===== config.mk =====
export PLATFORM = sky130hd
export DESIGN_NAME = reset_sequencer_flat
export DESIGN_NICKNAME = d
export VERILOG_FILES = /design/src/rtl/reset_seq_pkg.sv /design/src/rtl/reset_sequencer_if.sv /design/src/rtl/reset_button_debouncer.sv /design/src/rtl/reset_sequencer.sv /design/src/flat_wrapper.sv
export SDC_FILE = /design/constraint.sdc
export NUM_CORES = 1
export LEC_CHECK = 0
export BUFFER_PORTS_ARGS = -buffer_cell sky130_fd_sc_hd__buf_2
export CORE_MARGIN = 3
export CORE_UTILIZATION = 45
export DETAILED_ROUTE_END_ITERATION = 16
export HOLD_SLACK_MARGIN = 0.03
export PLACE_DENSITY = 0.68
export SLEW_MARGIN = 20
export SYNTH_ARGS = -nofsm -noshare
export SYNTH_HDL_FRONTEND = slang
export SYNTH_HIERARCHICAL = 1
export SYNTH_SLANG_ARGS = --single-unit

===== constraint.sdc =====
create_clock -name clk -period 1.7 [get_ports clk]
set_input_delay 0.17 -clock clk [delete_from_list [all_inputs] [get_ports clk]]
set_output_delay 0.17 -clock clk [all_outputs]
set_load 0.02 [all_outputs]

===== src/rtl/reset_seq_pkg.sv =====
// Shared types and constants for the staged reset sequencer and its button debouncer.
package reset_seq_pkg;

    typedef enum logic [1:0] {
        SEQ_ASSERT,
        SEQ_RELEASE,
        SEQ_RUN
    } seq_state_t;

    typedef enum logic [1:0] {
        DEB_IDLE,
        DEB_HELD,
        DEB_LOCKOUT
    } deb_state_t;

    localparam int CAUSE_POR  = 0;
    localparam int CAUSE_USER = 1;
    localparam int CAUSE_SW   = 2;
    localparam int CAUSE_WDT  = 3;

    // Counter width able to hold the larger of two compare values.
    function automatic int cnt_width(input int a, input int b);
        return $clog2(((a > b) ? a : b) + 1);
    endfunction

endpackage


===== src/rtl/reset_sequencer_if.sv =====
// Reset-source inputs, per-domain reset outputs and FSM debug state of the sequencer.
interface reset_sequencer_if #(
    parameter int CHANNEL_COUNT = 4
);
    import reset_seq_pkg::*;

    logic                     user_rst_n;
    logic                     sw_rst_req;
    logic                     wdt_expire;
    logic                     cause_clear;
    logic [CHANNEL_COUNT-1:0] channel_rst;
    logic                     all_released;
    logic [3:0]               rst_cause;
    seq_state_t               seq_state;
    deb_state_t               deb_state;

    modport master (
        output user_rst_n, sw_rst_req, wdt_expire, cause_clear,
        input  channel_rst, all_released, rst_cause, seq_state, deb_state
    );

    modport slave (
        input  user_rst_n, sw_rst_req, wdt_expire, cause_clear,
        output channel_rst, all_released, rst_cause, seq_state, deb_state
    );

endinterface


===== src/rtl/reset_button_debouncer.sv =====
// Turns a synchronised active-low button into one press pulse per press, with
// a minimum-low validation window and a post-release lockout.
module reset_button_debouncer
    import reset_seq_pkg::*;
#(
    parameter int Press_Validation_Wait_Cycles = 10,
    parameter int Release_Lockout_Cycles       = 20
) (
    input  logic       clk,
    input  logic       sync_rst,
    input  logic       clk_en,
    input  logic       user_rst_n,
    output logic       press_pulse,
    output deb_state_t deb_state
);
    localparam int CNT_W = cnt_width(Press_Validation_Wait_Cycles, Release_Lockout_Cycles);

    deb_state_t       state_q;
    logic [CNT_W-1:0] count_q;
    logic             press_q;

    always_ff @(posedge clk) begin
        if (sync_rst) begin
            state_q <= DEB_IDLE;
            count_q <= '0;
            press_q <= 1'b0;
        end else if (clk_en) begin
            press_q <= 1'b0;
            case (state_q)
                DEB_IDLE: begin
                    if (user_rst_n) begin
                        count_q <= '0;
                    end else if (count_q == CNT_W'(Press_Validation_Wait_Cycles - 1)) begin
                        press_q <= 1'b1;
                        state_q <= DEB_HELD;
                        count_q <= '0;
                    end else begin
                        count_q <= count_q + CNT_W'(1);
                    end
                end
                DEB_HELD: begin
                    // The releasing edge is the first clean high cycle of the lockout.
                    if (user_rst_n) begin
                        if (Release_Lockout_Cycles == 1) begin
                            state_q <= DEB_IDLE;
                            count_q <= '0;
                        end else begin
                            state_q <= DEB_LOCKOUT;
                            count_q <= CNT_W'(1);
                        end
                    end
                end
                DEB_LOCKOUT: begin
                    if (!user_rst_n) begin
                        count_q <= '0;
                    end else if (count_q == CNT_W'(Release_Lockout_Cycles - 1)) begin
                        state_q <= DEB_IDLE;
                        count_q <= '0;
                    end else begin
                        count_q <= count_q + CNT_W'(1);
                    end
                end
                default: begin
                    state_q <= DEB_IDLE;
                    count_q <= '0;
                end
            endcase
        end
    end

    assign press_pulse = press_q;
    assign deb_state   = state_q;

endmodule


===== src/rtl/reset_sequencer.sv =====
// Merges POR, button, software and watchdog resets into one event, asserts all
// domains together and releases them one at a time from index 0 upwards.
module reset_sequencer
    import reset_seq_pkg::*;
#(
    parameter int Channel_Count                = 4,
    parameter int Pulse_Length                 = 4,
    parameter int Stage_Delay_Cycles           = 8,
    parameter int Press_Validation_Wait_Cycles = 10,
    parameter int Release_Lockout_Cycles       = 20
) (
    input  logic             clk,
    input  logic             sync_rst,
    input  logic             clk_en,
    reset_sequencer_if.slave bus
);
    localparam int CNT_W = cnt_width(Pulse_Length, Stage_Delay_Cycles);

    seq_state_t               state_q;
    logic [CNT_W-1:0]         count_q;
    logic [Channel_Count-1:0] channel_rst_q;
    logic [Channel_Count-1:0] chan_shift;
    logic                     all_released_q;
    logic [3:0]               cause_q;
    logic [3:0]               cause_d;
    logic                     press;
    logic                     trigger;

    reset_button_debouncer #(
        .Press_Validation_Wait_Cycles(Press_Validation_Wait_Cycles),
        .Release_Lockout_Cycles      (Release_Lockout_Cycles)
    ) u_debouncer (
        .clk        (clk),
        .sync_rst   (sync_rst),
        .clk_en     (clk_en),
        .user_rst_n (bus.user_rst_n),
        .press_pulse(press),
        .deb_state  (bus.deb_state)
    );

    assign trigger = press | bus.sw_rst_req | bus.wdt_expire;

    // Domains release bottom-up, so dropping the lowest asserted bit is a left shift.
    assign chan_shift = channel_rst_q << 1;

    always_comb begin
        cause_d = cause_q;
        if (bus.cause_clear) cause_d[CAUSE_WDT:CAUSE_USER] = '0;
        if (press)           cause_d[CAUSE_USER] = 1'b1;
        if (bus.sw_rst_req)  cause_d[CAUSE_SW]   = 1'b1;
        if (bus.wdt_expire)  cause_d[CAUSE_WDT]  = 1'b1;
    end

    always_ff @(posedge clk) begin
        if (sync_rst) begin
            state_q        <= SEQ_ASSERT;
            count_q        <= '0;
            channel_rst_q  <= '1;
            all_released_q <= 1'b0;
            cause_q        <= 4'(1 << CAUSE_POR);
        end else if (clk_en) begin
            cause_q <= cause_d;
            if (trigger) begin
                state_q        <= SEQ_ASSERT;
                count_q        <= '0;
                channel_rst_q  <= '1;
                all_released_q <= 1'b0;
            end else begin
                case (state_q)
                    SEQ_ASSERT, SEQ_RELEASE: begin
                        if ((state_q == SEQ_ASSERT && count_q == CNT_W'(Pulse_Length - 1)) ||
                            (state_q == SEQ_RELEASE && count_q == CNT_W'(Stage_Delay_Cycles - 1))) begin
                            count_q       <= '0;
                            channel_rst_q <= chan_shift;
                            if (chan_shift == '0) begin
                                state_q        <= SEQ_RUN;
                                all_released_q <= 1'b1;
                            end else begin
                                state_q <= SEQ_RELEASE;
                            end
                        end else begin
                            count_q <= count_q + CNT_W'(1);
                        end
                    end
                    SEQ_RUN: begin
                        count_q <= '0;
                    end
                    default: begin
                        state_q <= SEQ_ASSERT;
                        count_q <= '0;
                    end
                endcase
            end
        end
    end

    assign bus.channel_rst  = channel_rst_q;
    assign bus.all_released = all_released_q;
    assign bus.rst_cause    = cause_q;
    assign bus.seq_state    = state_q;

endmodule


===== src/flat_wrapper.sv =====
// flat-port wrapper written by rule: the top's interface ports become plain ports
module reset_sequencer_flat import reset_seq_pkg::*;
#(
    parameter int Channel_Count                = 4,
    parameter int Pulse_Length                 = 4,
    parameter int Stage_Delay_Cycles           = 8,
    parameter int Press_Validation_Wait_Cycles = 10,
    parameter int Release_Lockout_Cycles       = 20
)
  (clk, sync_rst, clk_en, bus_user_rst_n, bus_sw_rst_req, bus_wdt_expire, bus_cause_clear, bus_channel_rst, bus_all_released, bus_rst_cause, bus_seq_state, bus_deb_state);
  reset_sequencer_if #(.CHANNEL_COUNT((4))) bus_i ();
  input  logic clk;
  input  logic sync_rst;
  input  logic clk_en;
  input wire logic [$bits(bus_i.user_rst_n)-1:0] bus_user_rst_n;
  input wire logic [$bits(bus_i.sw_rst_req)-1:0] bus_sw_rst_req;
  input wire logic [$bits(bus_i.wdt_expire)-1:0] bus_wdt_expire;
  input wire logic [$bits(bus_i.cause_clear)-1:0] bus_cause_clear;
  output wire logic [$bits(bus_i.channel_rst)-1:0] bus_channel_rst;
  output wire logic [$bits(bus_i.all_released)-1:0] bus_all_released;
  output wire logic [$bits(bus_i.rst_cause)-1:0] bus_rst_cause;
  output wire logic [$bits(bus_i.seq_state)-1:0] bus_seq_state;
  output wire logic [$bits(bus_i.deb_state)-1:0] bus_deb_state;
  assign bus_i.user_rst_n = bus_user_rst_n;
  assign bus_i.sw_rst_req = bus_sw_rst_req;
  assign bus_i.wdt_expire = bus_wdt_expire;
  assign bus_i.cause_clear = bus_cause_clear;
  assign bus_channel_rst = bus_i.channel_rst;
  assign bus_all_released = bus_i.all_released;
  assign bus_rst_cause = bus_i.rst_cause;
  assign bus_seq_state = bus_i.seq_state;
  assign bus_deb_state = bus_i.deb_state;
  reset_sequencer #(.Channel_Count(Channel_Count), .Pulse_Length(Pulse_Length), .Stage_Delay_Cycles(Stage_Delay_Cycles), .Press_Validation_Wait_Cycles(Press_Validation_Wait_Cycles), .Release_Lockout_Cycles(Release_Lockout_Cycles)) u_core (.clk(clk), .sync_rst(sync_rst), .clk_en(clk_en), .bus(bus_i));
endmodule

### Word level (Yosys, flattened, before mapping)

Cells that the tools add are included.

* output and inout port bits: 13
* word-level logic and storage cells: 83
* input port bits: 7
* flip-flop bits (word level): 22

* reduce and logical (&&, ||, !) cells: 21
* muxes and demuxes: 33
* bitwise logic cells: 2
* add/sub/neg operators: 2
* equality and inequality tests: 15

Operators by type and width (count)
* $mux 5: 5
* $mux 4: 6
* $mux 2: 8
* $pmux 5 s3: 1
* $reduce_bool 2->1: 6
* $mux 1: 10
* $ne 2x2->1 const B: 5
* $reduce_and 2->1: 4
* $pmux 2 s3: 1
* $reduce_and 3->1: 2
* $reduce_and 6->1: 1
* $add 5x1->5 const B: 1
* $eq 5x4->1 const B: 1
* $eq 5x5->1 const B: 1
* $add 4x1->4 const B: 1
* $eq 2x1->1 const B: 2
* $eq 2x2->1 const B: 2
* $eq 4x2->1 const B: 1
* $eq 4x3->1 const B: 1
* $logic_not 2->1: 2
* $logic_not 4->1: 1
* $pmux 2 s2: 1
* $reduce_and 4->1: 1
* $mux 3: 1
* other kinds (6): 8

### Logic depth before layout (Yosys ltp)

Gate-level depths: netlist of the first run.

* depth after elaboration: 6
* depth in mapped cells: 6
* gate-level depth less buffers: 6

### By module

Netlist of the first run, hierarchy kept.

By module, submodules not included
* reset_sequencer: area an instance 674.4 sq um, cells each 73, sequential area each 280.3 sq um, times used 1
* reset_button_debouncer: area an instance 466.7 sq um, cells each 54, sequential area each 160.2 sq um, times used 1

### Least setup slack after synthesis of the first run

OpenSTA, ideal clock, no wires.

* path kind: reg2reg
* start: register u_core.state_q[1] (netlist: u_core/bus.seq_state[1])
* end: register u_core.count_q[2]
* stages on the path, launching flop included: 5
* data required time: 1612 ps
* period minus slack after synthesis: 1705 ps
* library setup time: 88 ps
* slack: -5 ps
* arrival: 1617 ps
* buffers on the path: 1
* cell sequence: dfxtp_1 > or4_1 > buf_2 > a311o_2 > o32ai_2

* cells in the longest elaborated chain, start to end: 6
* elaborated cells on any way between the ends: 9
* classes of those cells: 1 x eq/ne; 3 x mux; 5 x reduce/logical

RTL lines
* start: declaration: line reset_sequencer.sv:19 `seq_state_t state_q;`
* start signal: assignment: line reset_sequencer.sv:56 `state_q <= SEQ_ASSERT;`
* start signal: assignment: line reset_sequencer.sv:64 `state_q <= SEQ_ASSERT;`
* start signal: assignment: line reset_sequencer.sv:76 `state_q <= SEQ_RUN;`
* $eq 2x1->1 / $logic_not 2->1 (equally long branches): line reset_sequencer.sv:69, reset_sequencer.sv:72, reset_sequencer.sv:71
* $logic_and 1x1->1 (on tied branches): line reset_sequencer.sv:72, reset_sequencer.sv:71
* $logic_or 1x1->1: line reset_sequencer.sv:71 `if ((state_q == SEQ_ASSERT && count_q == CNT_W'(Pulse_Length - 1)) ||`
* $mux 4: line reset_sequencer.sv:71
* $mux 4 (*): line reset_sequencer.sv:69 `case (state_q)`
* $mux 4 (*): line reset_sequencer.sv:63 `if (trigger) begin`
* end signal: assignment: line reset_sequencer.sv:82 `count_q <= count_q + CNT_W'(1);`
* end: declaration: line reset_sequencer.sv:20 `logic [CNT_W-1:0] count_q;`

Mark *: on every way between the ends. The rest lies on a longest branch, timed or not.
A chain may end at the register's enable or synchronous reset.

### Worst setup path in the final report of the first run

* start: register u_core.u_debouncer.count_q[0]
* end: register u_core.u_debouncer.count_q[4]

* cells in the longest elaborated chain, start to end: 4
* elaborated cells on any way between the ends: 8
* classes of those cells: 1 x add/sub; 2 x eq/ne; 5 x mux

RTL lines
* start: declaration: line reset_button_debouncer.sv:19 `logic [CNT_W-1:0] count_q;`
* start signal: assignment: line reset_button_debouncer.sv:38 `count_q <= count_q + CNT_W'(1);`
* start signal: assignment: line reset_button_debouncer.sv:60 `count_q <= count_q + CNT_W'(1);`
* $add 5x1->5 (tied with other cells): line reset_button_debouncer.sv:38, reset_button_debouncer.sv:60
* $mux 5 (on tied branches): line reset_button_debouncer.sv:56, reset_button_debouncer.sv:33
* $mux 5 (on tied branches): line reset_button_debouncer.sv:54, reset_button_debouncer.sv:31
* $pmux 5 s3 (*): line reset_button_debouncer.sv:29 `case (state_q)`

Marked as above.

==> report_table.html, run 1 <==
<table>
<tr><th>Metric</th><th>Value</th></tr>
<tr><th colspan="2">Status</th></tr>
<tr><td>Status</td><td>finished, final reports clean</td></tr>
<tr><th colspan="2">Critical path</th></tr>
<tr><td>Type of destination of the critical path</td><td>flip-flop</td></tr>
<tr><td>Worst path required time</td><td>1950 ps</td></tr>
<tr><td>Largest fanout of any net on the critical path</td><td>5</td></tr>
<tr><td>Setup Crit Path Kind</td><td>flip-flop to flip-flop</td></tr>
<tr><td>Setup crit start kind</td><td>flip-flop</td></tr>
<tr><td>Arr. time, crit path</td><td>1890 ps</td></tr>
<tr><th colspan="2">Final layout</th></tr>
<tr><td>End-of-flow core utilization</td><td>58.1%</td></tr>
<tr><td>Final-stage net count</td><td>157</td></tr>
<tr><td>Fraction of layout cells with a size suffix above 1</td><td>27.4%</td></tr>
<tr><td>Final standard cell count with taps included and fillers excluded</td><td>174</td></tr>
<tr><td>Multi-input gate area</td><td>686 µm²</td></tr>
<tr><td>Fillers</td><td>201</td></tr>
<tr><td>Layout area overhead</td><td>17.0%</td></tr>
<tr><td>Post-route cell area</td><td>0.00134 mm²</td></tr>
<tr><td>Antenna Cells</td><td>0</td></tr>
<tr><td>Storage element area</td><td>443 µm²</td></tr>
<tr><th colspan="2">Power</th></tr>
<tr><td>Share of total power in sequential cells</td><td>58.4%</td></tr>
<tr><td>Int Power</td><td>0.689 mW</td></tr>
<tr><td>Net Switching</td><td>0.213 mW</td></tr>
<tr><td>VDD IR-drop max</td><td>0.000605 V</td></tr>
<tr><td>Total power after layout</td><td>0.902 mW</td></tr>
<tr><td>Share of power burned in combinational logic</td><td>10.2%</td></tr>
<tr><td>Leak</td><td>0.506 nW</td></tr>
<tr><td>Proportion of total power due to net switching</td><td>23.6%</td></tr>
<tr><td>Proportion of power drawn by the clock network</td><td>31.4%</td></tr>
<tr><td>Areal power density over the cells</td><td>675 mW/mm²</td></tr>
<tr><th colspan="2">Floorplan</th></tr>
<tr><td>Core area</td><td>0.00230 mm²</td></tr>
<tr><td>DIE AREA</td><td>0.00318 mm²</td></tr>
<tr><td>Effective utilization at floorplan</td><td>49.7%</td></tr>
<tr><td>Die Width</td><td>56.4 µm</td></tr>
<tr><td>Number of primary I/O pins</td><td>20</td></tr>
<tr><td>Standard-cell rows</td><td>17</td></tr>
<tr><td>Chip Height</td><td>56.4 µm</td></tr>
<tr><th colspan="2">Timing</th></tr>
<tr><td>Worst hold slack across all endpoints</td><td>178 ps</td></tr>
<tr><td>RSZ-0062 raised after global routing</td><td>true</td></tr>
<tr><td>Setup ws final</td><td>64.3 ps</td></tr>
<tr><td>Slew Limit Fails</td><td>0</td></tr>
<tr><td>Hold violation count in the final report</td><td>0</td></tr>
<tr><td>Final Setup Violations</td><td>0</td></tr>
<tr><td>Tcrit/Tclk final</td><td>96.2%</td></tr>
<tr><td>Min Tclk post-route</td><td>1640 ps</td></tr>
<tr><td>Post-Route Skew</td><td>8.10 ps</td></tr>
<tr><td>Maximum clock rate</td><td>0.611 GHz</td></tr>
<tr><td>Post-Route Setup TNS</td><td>0 ps</td></tr>
<tr><th colspan="2">Synthesis</th></tr>
<tr><td>Number of distinct standard cells referenced by the synthesized netlist</td><td>48</td></tr>
<tr><td>Leading post-synthesis cells by instance count</td><td>sky130_fd_sc_hd__dfxtp_1 (22), sky130_fd_sc_hd__nor2_1 (11), sky130_fd_sc_hd__nand2_1 (10)</td></tr>
<tr><td>Average footprint of a synthesized cell</td><td>8.98 µm²</td></tr>
<tr><td>Flip-flop and latch count after synthesis</td><td>22</td></tr>
<tr><td>Most common flop cell mapped by yosys</td><td>sky130_fd_sc_hd__dfxtp_1</td></tr>
<tr><td>Combined area of all synthesized cells</td><td>0.00114 mm²</td></tr>
<tr><td>Number of enable flip-flop cells after synthesis</td><td>0</td></tr>
<tr><td>Cell count after synthesis</td><td>127</td></tr>
<tr><td>Share of synthesized area occupied by flip-flops and latches</td><td>38.6%</td></tr>
<tr><td>Most common cell in the netlist</td><td>sky130_fd_sc_hd__dfxtp_1</td></tr>
<tr><td>Number of nets in the synthesized netlist</td><td>137</td></tr>
<tr><td>Top-area cell type share of the netlist area</td><td>38.6%</td></tr>
<tr><td>Number of synthesis warnings</td><td>6</td></tr>
<tr><td>Proportion of register bits with asynchronous set or reset after synthesis</td><td>0%</td></tr>
<tr><td>Leading post-synthesis cells by cell area</td><td>sky130_fd_sc_hd__dfxtp_1 (39%), sky130_fd_sc_hd__nor2_1 (3.6%), sky130_fd_sc_hd__a22oi_1 (3.3%), sky130_fd_sc_hd__ha_1 (3.3%), sky130_fd_sc_hd__nand2_1 (3.3%)</td></tr>
<tr><td>Dominant cell type by area after synthesis</td><td>sky130_fd_sc_hd__dfxtp_1</td></tr>
<tr><th colspan="2">Clocking</th></tr>
<tr><td>CTS sink cnt</td><td>22</td></tr>
<tr><td>Number of H-tree levels</td><td>1</td></tr>
<tr><td>Clk buf depth</td><td>2</td></tr>
<tr><td>Insertion delay of the later-clocked pin in the worst-skew pair</td><td>310 ps</td></tr>
<tr><td>Total clock buffers created by CTS</td><td>3</td></tr>
<tr><td>Post-cts repair resize count</td><td>1</td></tr>
<tr><td>Quantity of hold-fixing buffers added after cts</td><td>0</td></tr>
<tr><td>TritonCTS clock tree</td><td>built</td></tr>
<tr><td>Clock root buffer</td><td>sky130_fd_sc_hd__clkbuf_4</td></tr>
<tr><td>Post-CTS Setup Inserts</td><td>0</td></tr>
<tr><td>Clock-pin slew on the worst setup and hold paths</td><td>110 ps</td></tr>
<tr><th colspan="2">Drt</th></tr>
<tr><td>DRC violation count after routing</td><td>0</td></tr>
<tr><td>DRC marker count from the first detailed-route iteration</td><td>24</td></tr>
<tr><td>Routed vias</td><td>1045</td></tr>
<tr><td>Final wirelength</td><td>2390 µm</td></tr>
<tr><td>Average wire per cell in the routed design</td><td>13.8 µm</td></tr>
<tr><td>Number of detailed-routing iterations run before antenna repair</td><td>4</td></tr>
<tr><td>Routed Antenna Nets</td><td>0</td></tr>
<tr><td>Number of vias per cell after detailed routing</td><td>6.01</td></tr>
<tr><th colspan="2">Placement</th></tr>
<tr><td>Number of buffer cells added on primary ports</td><td>18</td></tr>
<tr><td>Post-place instance area</td><td>0.00126 mm²</td></tr>
<tr><td>Global placer's final weighted congestion</td><td>0.764</td></tr>
<tr><td>Placed wire-length estimate after detailed placement</td><td>1710 µm</td></tr>
<tr><td>Number of cells after detailed placement</td><td>170</td></tr>
<tr><td>Pre-CTS setup slack</td><td>25.8 ps</td></tr>
<tr><th colspan="2">Run</th></tr>
<tr><td>Number of maximum-capacitance constraint violations</td><td>0</td></tr>
<tr><th colspan="2">GRT</th></tr>
<tr><td>Number of global-route vias before repair</td><td>931</td></tr>
<tr><td>First-pass GRT wire length</td><td>3960 µm</td></tr>
<tr><td>Total congestion overflow</td><td>0</td></tr>
<tr><td>Antenna violations before repair</td><td>0</td></tr>
<tr><td>Largest net degree at the start of global routing</td><td>21</td></tr>
<tr><td>Total track usage</td><td>15.3%</td></tr>
<tr><th colspan="2">Worst hold path</th></tr>
<tr><td>HP Class</td><td>input port to flip-flop</td></tr>
</table>
## path summary, 6_finish.rpt
kind,from,endpoint,slack (ps),cells past startpoint
max reg2reg,u_core/u_debouncer/count_q[0],u_core/u_debouncer/count_q[4],60,5
min reg2reg,u_core/bus.seq_state[1],u_core/bus.seq_state[1],500,2
min,bus_sw_rst_req,u_core/bus.rst_cause[2],180,3
max,u_core/u_debouncer/count_q[0],u_core/u_debouncer/count_q[4],60,5
## final cells by class
class                   instances  share of cell area (%)
clock buffers                   4                    2.72
repair buffers                 22                    9.00
inverters                       4                    1.12
multi-input cells              94                    51.4
flip-flops and latches         22                    33.2
well taps                      28                    2.62
## routing by layer
layer,vias up,global-route usage [%],wire length [µm]
met1,488,18.7,1140
met4,0,5.76,29
met5,-,0,0
met2,40,24.7,1060
met3,4,5.29,162
li1,513,-,-
## power by group through the flow
stage / registers, mW / clock network [mW] / logic, mW
CTS: 0.527 / 0.299 / 0.0877
global route: 0.528 / 0.318 / 0.100
global placement: 0.537 / 0 / 0.0862
floorplan: 0.541 / 0 / 0.0574
finish: 0.526 / 0.283 / 0.0920
detailed placement: 0.538 / 0 / 0.0872
## worst max-delay path: stages (launching register included)
cell	delay (ps)
sky130_fd_sc_hd__dfxtp_2	360
sky130_fd_sc_hd__ha_1	230
sky130_fd_sc_hd__and4bb_2	270
sky130_fd_sc_hd__o32a_4	390
sky130_fd_sc_hd__nor4_4	200
sky130_fd_sc_hd__a211o_1	130
## registers in the layout, summed over array words and instances (netlist names)
signal	flops
u_core/bus.all_released	1
u_core/bus.rst_cause	3
u_core/u_debouncer/press_pulse	1
u_core/count_q	4
u_core/bus.seq_state	2
u_core/u_debouncer/deb_state	2
u_core/u_debouncer/count_q	5
u_core/bus.channel_rst	4
## logic make-up after synthesis
group                      after synthesis  share of synthesized area [%]
AOI/OAI and AO/OA                       31                           21.2
xor gates and xnor gates                 3                           2.30
adders and majority gates                3                           3.29
buffers and inverters                   11                           4.17
DFF                                     22                           38.6
muxes                                    3                           2.63
other                                    1                          0.329
and+or+nand+nor                         53                           27.5
## placed cells by master, fill, tap and decap left out, types with 3 or more instances in the layout
master,instances
sky130_fd_sc_hd__nor2_1,11
sky130_fd_sc_hd__nand2b_1,5
sky130_fd_sc_hd__a22oi_1,5
sky130_fd_sc_hd__clkbuf_4,3
sky130_fd_sc_hd__nor3_1,6
sky130_fd_sc_hd__ha_1,3
sky130_fd_sc_hd__nand2_1,10
sky130_fd_sc_hd__inv_1,4
sky130_fd_sc_hd__mux2i_1,3
sky130_fd_sc_hd__nand3b_1,3
sky130_fd_sc_hd__dfxtp_1,20
sky130_fd_sc_hd__nand3_1,3
sky130_fd_sc_hd__buf_4,4
sky130_fd_sc_hd__buf_2,18
sky130_fd_sc_hd__a21oi_1,5
Power figures use the tool's default switching activity.
==> run 2: changes to the inputs <==
==> constraint.sdc (replaced) <==
create_clock -name clk -period 1.7 [get_ports clk]
set_input_delay 0.17 -clock clk [delete_from_list [all_inputs] [get_ports clk]]
set_output_delay 0.17 -clock clk [all_outputs]
set_load 0.1 [all_outputs]
==> report_table.html, run 2 (synthesis results as in run 1) <==
<table>
<tr><th>Metric</th><th>Value</th></tr>
<tr><th colspan="2">Critical path</th></tr>
<tr><td>Total buffers and inverters traversed by the critical path</td><td>0</td></tr>
<tr><td>Chain of cells forming the critical path</td><td>ha_1, and4bb_2, o32a_4, nor4_2, a211o_1</td></tr>
<tr><td>Arr. time, crit path</td><td>1900 ps</td></tr>
<tr><td>Kind of cell with the highest combined delay on the critical path</td><td>compound AO/OA/AOI/OAI gates</td></tr>
<tr><td>Worst path required time</td><td>1970 ps</td></tr>
<tr><td>Cell at the slowest stage of the critical path</td><td>sky130_fd_sc_hd__o32a_4</td></tr>
<tr><td>Slowest stage delay, CP</td><td>390 ps</td></tr>
<tr><td>Setup crit start kind</td><td>flip-flop</td></tr>
<tr><td>Largest fanout of any net on the critical path</td><td>5</td></tr>
<tr><td>Cells on worst reg2reg path</td><td>5</td></tr>
<tr><td>Type of destination of the critical path</td><td>flip-flop</td></tr>
<tr><td>Setup Crit Path Kind</td><td>flip-flop to flip-flop</td></tr>
<tr><td>Instance count on the critical path</td><td>5</td></tr>
<tr><th colspan="2">Power</th></tr>
<tr><td>Areal power density over the cells</td><td>709 mW/mm²</td></tr>
<tr><td>VDD IR-drop max</td><td>0.000526 V</td></tr>
<tr><td>Proportion of total power due to net switching</td><td>26.4%</td></tr>
<tr><td>Int Power</td><td>0.686 mW</td></tr>
<tr><td>Share of power burned in combinational logic</td><td>12.4%</td></tr>
<tr><td>Proportion of power drawn by the clock network</td><td>31.3%</td></tr>
<tr><td>Share of total power in sequential cells</td><td>56.4%</td></tr>
<tr><td>Leak</td><td>0.497 nW</td></tr>
<tr><td>Net Switching</td><td>0.245 mW</td></tr>
<tr><th colspan="2">Run</th></tr>
<tr><td>Number of maximum-capacitance constraint violations</td><td>0</td></tr>
<tr><th colspan="2">GRT</th></tr>
<tr><td>First-pass GRT wire length</td><td>3980 µm</td></tr>
<tr><td>Total congestion overflow</td><td>0</td></tr>
<tr><td>GRT met2 Usage</td><td>23.4%</td></tr>
<tr><td>Busiest layer in global routing</td><td>met2</td></tr>
<tr><td>Met3 track utilization from global routing</td><td>2.30%</td></tr>
<tr><td>Number of global-route vias before repair</td><td>868</td></tr>
<tr><td>Total track usage</td><td>15.3%</td></tr>
<tr><td>Largest net degree at the start of global routing</td><td>30</td></tr>
<tr><td>Antenna violations before repair</td><td>0</td></tr>
<tr><td>Met1 Track Usage GR</td><td>21.6%</td></tr>
<tr><th colspan="2">Timing</th></tr>
<tr><td>Slew Limit Fails</td><td>0</td></tr>
<tr><td>Min Tclk post-route</td><td>1630 ps</td></tr>
<tr><td>Post-Route Skew</td><td>8.74 ps</td></tr>
<tr><td>Normalized max-slew margin</td><td>65.8%</td></tr>
<tr><td>Tcrit/Tclk final</td><td>96.0%</td></tr>
<tr><td>Post-Route Setup TNS</td><td>0 ps</td></tr>
<tr><td>Hold violation count in the final report</td><td>0</td></tr>
<tr><td>Worst hold slack across all endpoints</td><td>166 ps</td></tr>
<tr><td>Maximum clock rate</td><td>0.613 GHz</td></tr>
<tr><td>Final Setup Violations</td><td>0</td></tr>
<tr><td>RSZ-0062 raised after global routing</td><td>false</td></tr>
<tr><td>Transition time at the pin with the least slew margin</td><td>513 ps</td></tr>
<tr><th colspan="2">Clocking</th></tr>
<tr><td>CTS sink cnt</td><td>22</td></tr>
<tr><td>Quantity of hold-fixing buffers added after cts</td><td>0</td></tr>
<tr><td>Clock root buffer</td><td>sky130_fd_sc_hd__clkbuf_4</td></tr>
<tr><td>Post-cts repair resize count</td><td>0</td></tr>
<tr><td>Total clock buffers created by CTS</td><td>3</td></tr>
<tr><td>Number of H-tree levels</td><td>1</td></tr>
<tr><td>Clock-pin slew on the worst setup and hold paths</td><td>130 ps</td></tr>
<tr><td>Clk buf depth</td><td>2</td></tr>
<tr><td>Post-CTS Setup Inserts</td><td>0</td></tr>
<tr><td>Insertion delay of the later-clocked pin in the worst-skew pair</td><td>310 ps</td></tr>
<tr><td>TritonCTS clock tree</td><td>built</td></tr>
<tr><th colspan="2">Final layout</th></tr>
<tr><td>Layout area overhead</td><td>15.0%</td></tr>
<tr><td>Most used cells in the layout excluding fill and tap cells</td><td>sky130_fd_sc_hd__buf_2 (18), sky130_fd_sc_hd__dfxtp_1 (17), sky130_fd_sc_hd__nor2_1 (11), sky130_fd_sc_hd__nand2_1 (10), sky130_fd_sc_hd__nor3_1 (7)</td></tr>
<tr><td>Most common cell after layout, fill and taps aside</td><td>sky130_fd_sc_hd__buf_2</td></tr>
<tr><td>Fillers</td><td>217</td></tr>
<tr><td>Final-stage net count</td><td>155</td></tr>
<tr><td>Number of flip-flops under the largest register name</td><td>5</td></tr>
<tr><td>Register with the most flip-flops</td><td>u_core/u_debouncer/count_q</td></tr>
<tr><td>Antenna Cells</td><td>0</td></tr>
<tr><td>Fraction of layout cells with a size suffix above 1</td><td>27.8%</td></tr>
<tr><th colspan="2">Drt</th></tr>
<tr><td>Final wirelength</td><td>2470 µm</td></tr>
<tr><td>DRC marker count from the first detailed-route iteration</td><td>38</td></tr>
<tr><td>Routed vias</td><td>1008</td></tr>
<tr><td>Number of vias per cell after detailed routing</td><td>5.86</td></tr>
<tr><td>Routed Antenna Nets</td><td>0</td></tr>
<tr><td>Average wire per cell in the routed design</td><td>14.4 µm</td></tr>
<tr><td>Number of detailed-routing iterations run before antenna repair</td><td>5</td></tr>
<tr><td>DRC violation count after routing</td><td>0</td></tr>
<tr><th colspan="2">Floorplan</th></tr>
<tr><td>Effective utilization at floorplan</td><td>49.7%</td></tr>
<tr><td>Die Width</td><td>56.4 µm</td></tr>
<tr><td>Core area</td><td>0.00230 mm²</td></tr>
<tr><td>DIE AREA</td><td>0.00318 mm²</td></tr>
<tr><td>Number of primary I/O pins</td><td>20</td></tr>
<tr><td>Standard-cell rows</td><td>17</td></tr>
<tr><td>Chip Height</td><td>56.4 µm</td></tr>
<tr><th colspan="2">Placement</th></tr>
<tr><td>Placed wire-length estimate after detailed placement</td><td>1710 µm</td></tr>
<tr><td>Number of buffer cells added on primary ports</td><td>18</td></tr>
<tr><td>Global placer's final weighted congestion</td><td>0.817</td></tr>
<tr><th colspan="2">Worst hold path</th></tr>
<tr><td>HP Class</td><td>input port to flip-flop</td></tr>
<tr><td>WHS Path Cells</td><td>3</td></tr>
<tr><th colspan="2">Status</th></tr>
<tr><td>Status</td><td>finished, final reports clean</td></tr>
</table>
==> run 2: changes by cell type in the layout (fill, tap and decap cells not counted) <==
| cell | previous run | this run |
|---|---|---|
| sky130_fd_sc_hd__dfxtp_4 | 0 | 1 |
| sky130_fd_sc_hd__dfxtp_1 | 20 | 17 |
| sky130_fd_sc_hd__nor4_2 | 0 | 1 |
| sky130_fd_sc_hd__dfxtp_2 | 2 | 4 |
| sky130_fd_sc_hd__buf_4 | 4 | 2 |
| sky130_fd_sc_hd__nor3_1 | 6 | 7 |
| sky130_fd_sc_hd__nor4_4 | 1 | 0 |
| sky130_fd_sc_hd__nor3_2 | 1 | 0 |
==> run 2: cell type report <==
cell class,count,area [µm²],area share [%]
tap,28,35.0,2.67
clock buffer,4,36.3,2.76
sequential,22,449,34.2
timing repair buffer,20,105,8.01
multi-input combinational,94,672,51.2
inverter,4,15.0,1.14
==> run 2: power by group through the flow <==
stage / Combinational (mW) / Sequential [mW] / Clock, mW
floorplan: 0.0651 / 0.557 / 0
detailed placement: 0.112 / 0.536 / 0
global placement: 0.111 / 0.535 / 0
global route: 0.124 / 0.526 / 0.328
finish: 0.115 / 0.525 / 0.291
CTS: 0.112 / 0.525 / 0.308
==> run 2: worst paths after layout <==
check	slack, ps	startpoint	end
max	70	u_core/u_debouncer/count_q[0]	u_core/u_debouncer/count_q[4]
min	170	bus_wdt_expire	u_core/bus.rst_cause[3]
max reg2reg	70	u_core/u_debouncer/count_q[0]	u_core/u_debouncer/count_q[4]
min reg2reg	510	u_core/bus.rst_cause[1]	u_core/bus.rst_cause[1]
==> run 2: metal layers <==
metal / part of all wire [%] / up-vias
met5: 0 / -
met4: 0.69 / 0
li1: - / 511
met1: 49 / 475
met2: 46 / 20
met3: 4.0 / 2
==> run 2: worst reg2reg max path, delay by kind of cell, from the launching register on <==
| family | cells | cell delay, ps |
|---|---|---|
| fa+ha+maj | 1 | 230 |
| simple gates | 2 | 480 |
| flops | 1 | 370 |
| compound gates | 2 | 510 |
==> run 2: per-stage QoR <==
stage               utilization [%]  power [mW]  instances  setup WS, ps  instance area, µm²
floorplan                         -       0.622        127         -67.0                1150
global placement               54.7       0.646        168           114                1260
detailed placement             54.7       0.648        168          33.6                1260
CTS                            56.3       0.945        172          16.9                1290
global route                   57.1       0.978        172          10.2                1310
finish                         57.1       0.931        172          68.6                1310
==> run 3: changes to the inputs <==
--- a/config.mk
+++ b/config.mk
@@ -6,9 +6,12 @@
 export NUM_CORES = 1
 export LEC_CHECK = 0
 export BUFFER_PORTS_ARGS = -buffer_cell sky130_fd_sc_hd__buf_2
+export CAP_MARGIN = 25
+export CORE_ASPECT_RATIO = 1.2
 export CORE_MARGIN = 3
 export CORE_UTILIZATION = 45
 export DETAILED_ROUTE_END_ITERATION = 16
+export GPL_TIMING_DRIVEN = 0
 export HOLD_SLACK_MARGIN = 0.03
 export PLACE_DENSITY = 0.68
 export SLEW_MARGIN = 20
==> report_table.html, run 3 (synthesis results as in run 1) <==
<table>
<tr><th>Metric</th><th>Value</th></tr>
<tr><th colspan="2">Worst hold path</th></tr>
<tr><td>WHS Path Cells</td><td>3</td></tr>
<tr><td>Destination of the worst hold path</td><td>u_core/bus.rst_cause[2]</td></tr>
<tr><td>HP Class</td><td>input port to flip-flop</td></tr>
<tr><td>Min-Delay Startpoint</td><td>bus_sw_rst_req</td></tr>
<tr><th colspan="2">Critical path</th></tr>
<tr><td>Cells on worst reg2reg path</td><td>4</td></tr>
<tr><td>R2r endpoint</td><td>u_core/count_q[2]</td></tr>
<tr><td>Type of destination of the critical path</td><td>flip-flop</td></tr>
<tr><td>Arr. time, crit path</td><td>1930 ps</td></tr>
<tr><td>Setup crit start kind</td><td>flip-flop</td></tr>
<tr><td>Cell at the slowest stage of the critical path</td><td>sky130_fd_sc_hd__or4_4</td></tr>
<tr><td>R2r startpoint</td><td>u_core/bus.seq_state[1]</td></tr>
<tr><td>Worst path required time</td><td>1930 ps</td></tr>
<tr><td>Kind of cell with the highest combined delay on the critical path</td><td>compound AO/OA/AOI/OAI gates</td></tr>
<tr><td>Launch point of the worst path</td><td>u_core/bus.seq_state[1]</td></tr>
<tr><td>Worst-case register-to-register setup slack</td><td>3 ps</td></tr>
<tr><td>Slowest stage delay, CP</td><td>530 ps</td></tr>
<tr><td>Total buffers and inverters traversed by the critical path</td><td>1</td></tr>
<tr><td>Largest fanout of any net on the critical path</td><td>4</td></tr>
<tr><td>Setup Crit Path Kind</td><td>flip-flop to flip-flop</td></tr>
<tr><td>Chain of cells forming the critical path</td><td>or4_4, buf_6, a311o_2, o32ai_2</td></tr>
<tr><th colspan="2">Clocking</th></tr>
<tr><td>Total clock buffers created by CTS</td><td>3</td></tr>
<tr><td>Clock root buffer</td><td>sky130_fd_sc_hd__clkbuf_4</td></tr>
<tr><td>Clk buf depth</td><td>2</td></tr>
<tr><td>Quantity of hold-fixing buffers added after cts</td><td>0</td></tr>
<tr><td>TritonCTS clock tree</td><td>built</td></tr>
<tr><td>CTS sink cnt</td><td>22</td></tr>
<tr><td>Clock-pin slew on the worst setup and hold paths</td><td>110 ps</td></tr>
<tr><td>Number of H-tree levels</td><td>1</td></tr>
<tr><td>Insertion delay of the later-clocked pin in the worst-skew pair</td><td>320 ps</td></tr>
<tr><th colspan="2">Floorplan</th></tr>
<tr><td>Effective utilization at floorplan</td><td>48.5%</td></tr>
<tr><td>DIE AREA</td><td>0.00318 mm²</td></tr>
<tr><td>Die Width</td><td>52.0 µm</td></tr>
<tr><td>Chip Height</td><td>61.2 µm</td></tr>
<tr><td>Standard-cell rows</td><td>19</td></tr>
<tr><td>Number of primary I/O pins</td><td>20</td></tr>
<tr><td>Core area</td><td>0.00235 mm²</td></tr>
<tr><th colspan="2">GRT</th></tr>
<tr><td>Total congestion overflow</td><td>0</td></tr>
<tr><td>First-pass GRT wire length</td><td>4260 µm</td></tr>
<tr><td>Number of global-route vias before repair</td><td>949</td></tr>
<tr><td>Antenna violations before repair</td><td>0</td></tr>
<tr><td>Total track usage</td><td>17.6%</td></tr>
<tr><td>Largest net degree at the start of global routing</td><td>13</td></tr>
<tr><th colspan="2">Drt</th></tr>
<tr><td>Max layer used</td><td>met4</td></tr>
<tr><td>Final wirelength</td><td>2370 µm</td></tr>
<tr><td>Routed Antenna Nets</td><td>0</td></tr>
<tr><td>DRC marker count from the first detailed-route iteration</td><td>37</td></tr>
<tr><td>Met1 Wirelength</td><td>1060 µm</td></tr>
<tr><td>DRC violation count after routing</td><td>0</td></tr>
<tr><td>Number of vias per cell after detailed routing</td><td>5.69</td></tr>
<tr><td>Length of routed met3 wiring</td><td>84 µm</td></tr>
<tr><td>Average wire per cell in the routed design</td><td>13.1 µm</td></tr>
<tr><td>Number of detailed-routing iterations run before antenna repair</td><td>4</td></tr>
<tr><td>Met2 layer wire length in the routed design</td><td>1180 µm</td></tr>
<tr><td>Routed vias</td><td>1029</td></tr>
<tr><th colspan="2">Timing</th></tr>
<tr><td>Post-Route Skew</td><td>7.94 ps</td></tr>
<tr><td>Slew Limit Fails</td><td>0</td></tr>
<tr><td>Worst hold slack across all endpoints</td><td>159 ps</td></tr>
<tr><td>RSZ-0062 raised after global routing</td><td>true</td></tr>
<tr><td>Min Tclk post-route</td><td>1700 ps</td></tr>
<tr><td>Tcrit/Tclk final</td><td>99.8%</td></tr>
<tr><td>Final Setup Violations</td><td>0</td></tr>
<tr><td>Maximum clock rate</td><td>0.589 GHz</td></tr>
<tr><td>Hold violation count in the final report</td><td>0</td></tr>
<tr><td>Setup ws final</td><td>2.66 ps</td></tr>
<tr><th colspan="2">Status</th></tr>
<tr><td>Status</td><td>finished, final reports clean</td></tr>
<tr><th colspan="2">Placement</th></tr>
<tr><td>Global placer's final weighted congestion</td><td>0.754</td></tr>
<tr><td>Number of buffer cells added on primary ports</td><td>17</td></tr>
<tr><td>Placed wire-length estimate after detailed placement</td><td>1760 µm</td></tr>
<tr><td>Pre-CTS setup slack</td><td>-8.43 ps</td></tr>
<tr><th colspan="2">Final layout</th></tr>
<tr><td>Antenna Cells</td><td>0</td></tr>
<tr><td>Most common cell after layout, fill and taps aside</td><td>sky130_fd_sc_hd__buf_2</td></tr>
<tr><td>Layout area overhead</td><td>20.2%</td></tr>
<tr><td>Number of flip-flops under the largest register name</td><td>5</td></tr>
<tr><td>Final-stage net count</td><td>161</td></tr>
<tr><td>Register with the most flip-flops</td><td>u_core/u_debouncer/count_q</td></tr>
<tr><td>Most used cells in the layout excluding fill and tap cells</td><td>sky130_fd_sc_hd__buf_2 (17), sky130_fd_sc_hd__dfxtp_1 (16), sky130_fd_sc_hd__nor2_1 (11), sky130_fd_sc_hd__nand2_1 (10), sky130_fd_sc_hd__nor3_1 (7)</td></tr>
<tr><td>Fraction of layout cells with a size suffix above 1</td><td>30.0%</td></tr>
<tr><th colspan="2">Power</th></tr>
<tr><td>Leak</td><td>0.516 nW</td></tr>
<tr><td>Areal power density over the cells</td><td>685 mW/mm²</td></tr>
<tr><td>VDD IR-drop max</td><td>0.000481 V</td></tr>
<tr><th colspan="2">Run</th></tr>
<tr><td>Number of maximum-capacitance constraint violations</td><td>0</td></tr>
</table>
run 3: cell types whose count changed in the layout (fill, tap and decap cells not counted), sizes merged:
cell    change
clkbuf      +4
buf         +2
run 3: area by class of cell:
cell class                 count  area [µm²]
tap                           31        38.8
buffer                         7        38.8
clock buffer                   4        36.3
multi-input combinational     94         692
timing repair buffer          19         100
sequential                    22         450
fill                         222         982
inverter                       4        15.0
run 3: routing by layer:
layer	track usage, %	vias up
li1	-	519
met1	22.2	485
met2	29.6	21
met5	0	-
met3	2.91	4
met4	7.87	0
run 3: repair_timing:
action,4_1_cts,5_1_grt
setup endpoints to repair,3,3
setup buffers,0,2
pin swaps,1,1
resized for setup,1,8
run 3: worst max-delay path by stage:
stage	endpoint	cells after the start	slack, ps
after floorplan	u_core/count_q[2]	4	-70
after global placement	u_core/count_q[2]	4	7
after detailed placement	u_core/count_q[2]	4	-8
after CTS	u_core/u_debouncer/count_q[4]	5	4
after global routing	u_core/count_q[2]	4	-40
final	u_core/count_q[2]	4	3
run 3: report_power, final:
part	internal, mW	switching (mW)
sequential	0.520	0.00448
combinational	0.0403	0.0819
clock	0.131	0.162
total	0.691	0.248
run 3: tightest hold or removal path: cells and delay by family:
family	cells	cell delay, ps
buf+inv	1	110
simple gates	1	80
compound gates	1	80
run 3: per-stage QoR:
stage	area (µm²)	power [mW]	cells	setup TNS (ps)	util, %
3_5_place_dp	1270	0.649	175	-15.4	54.1
3_3_place_gp	1270	0.647	175	0	54.1
2_1_floorplan	1150	0.622	127	-67.0	-
4_1_cts	1320	0.945	179	0	55.9
5_1_grt	1370	0.973	181	-54.8	58.3
6_report	1370	0.940	181	0	58.3
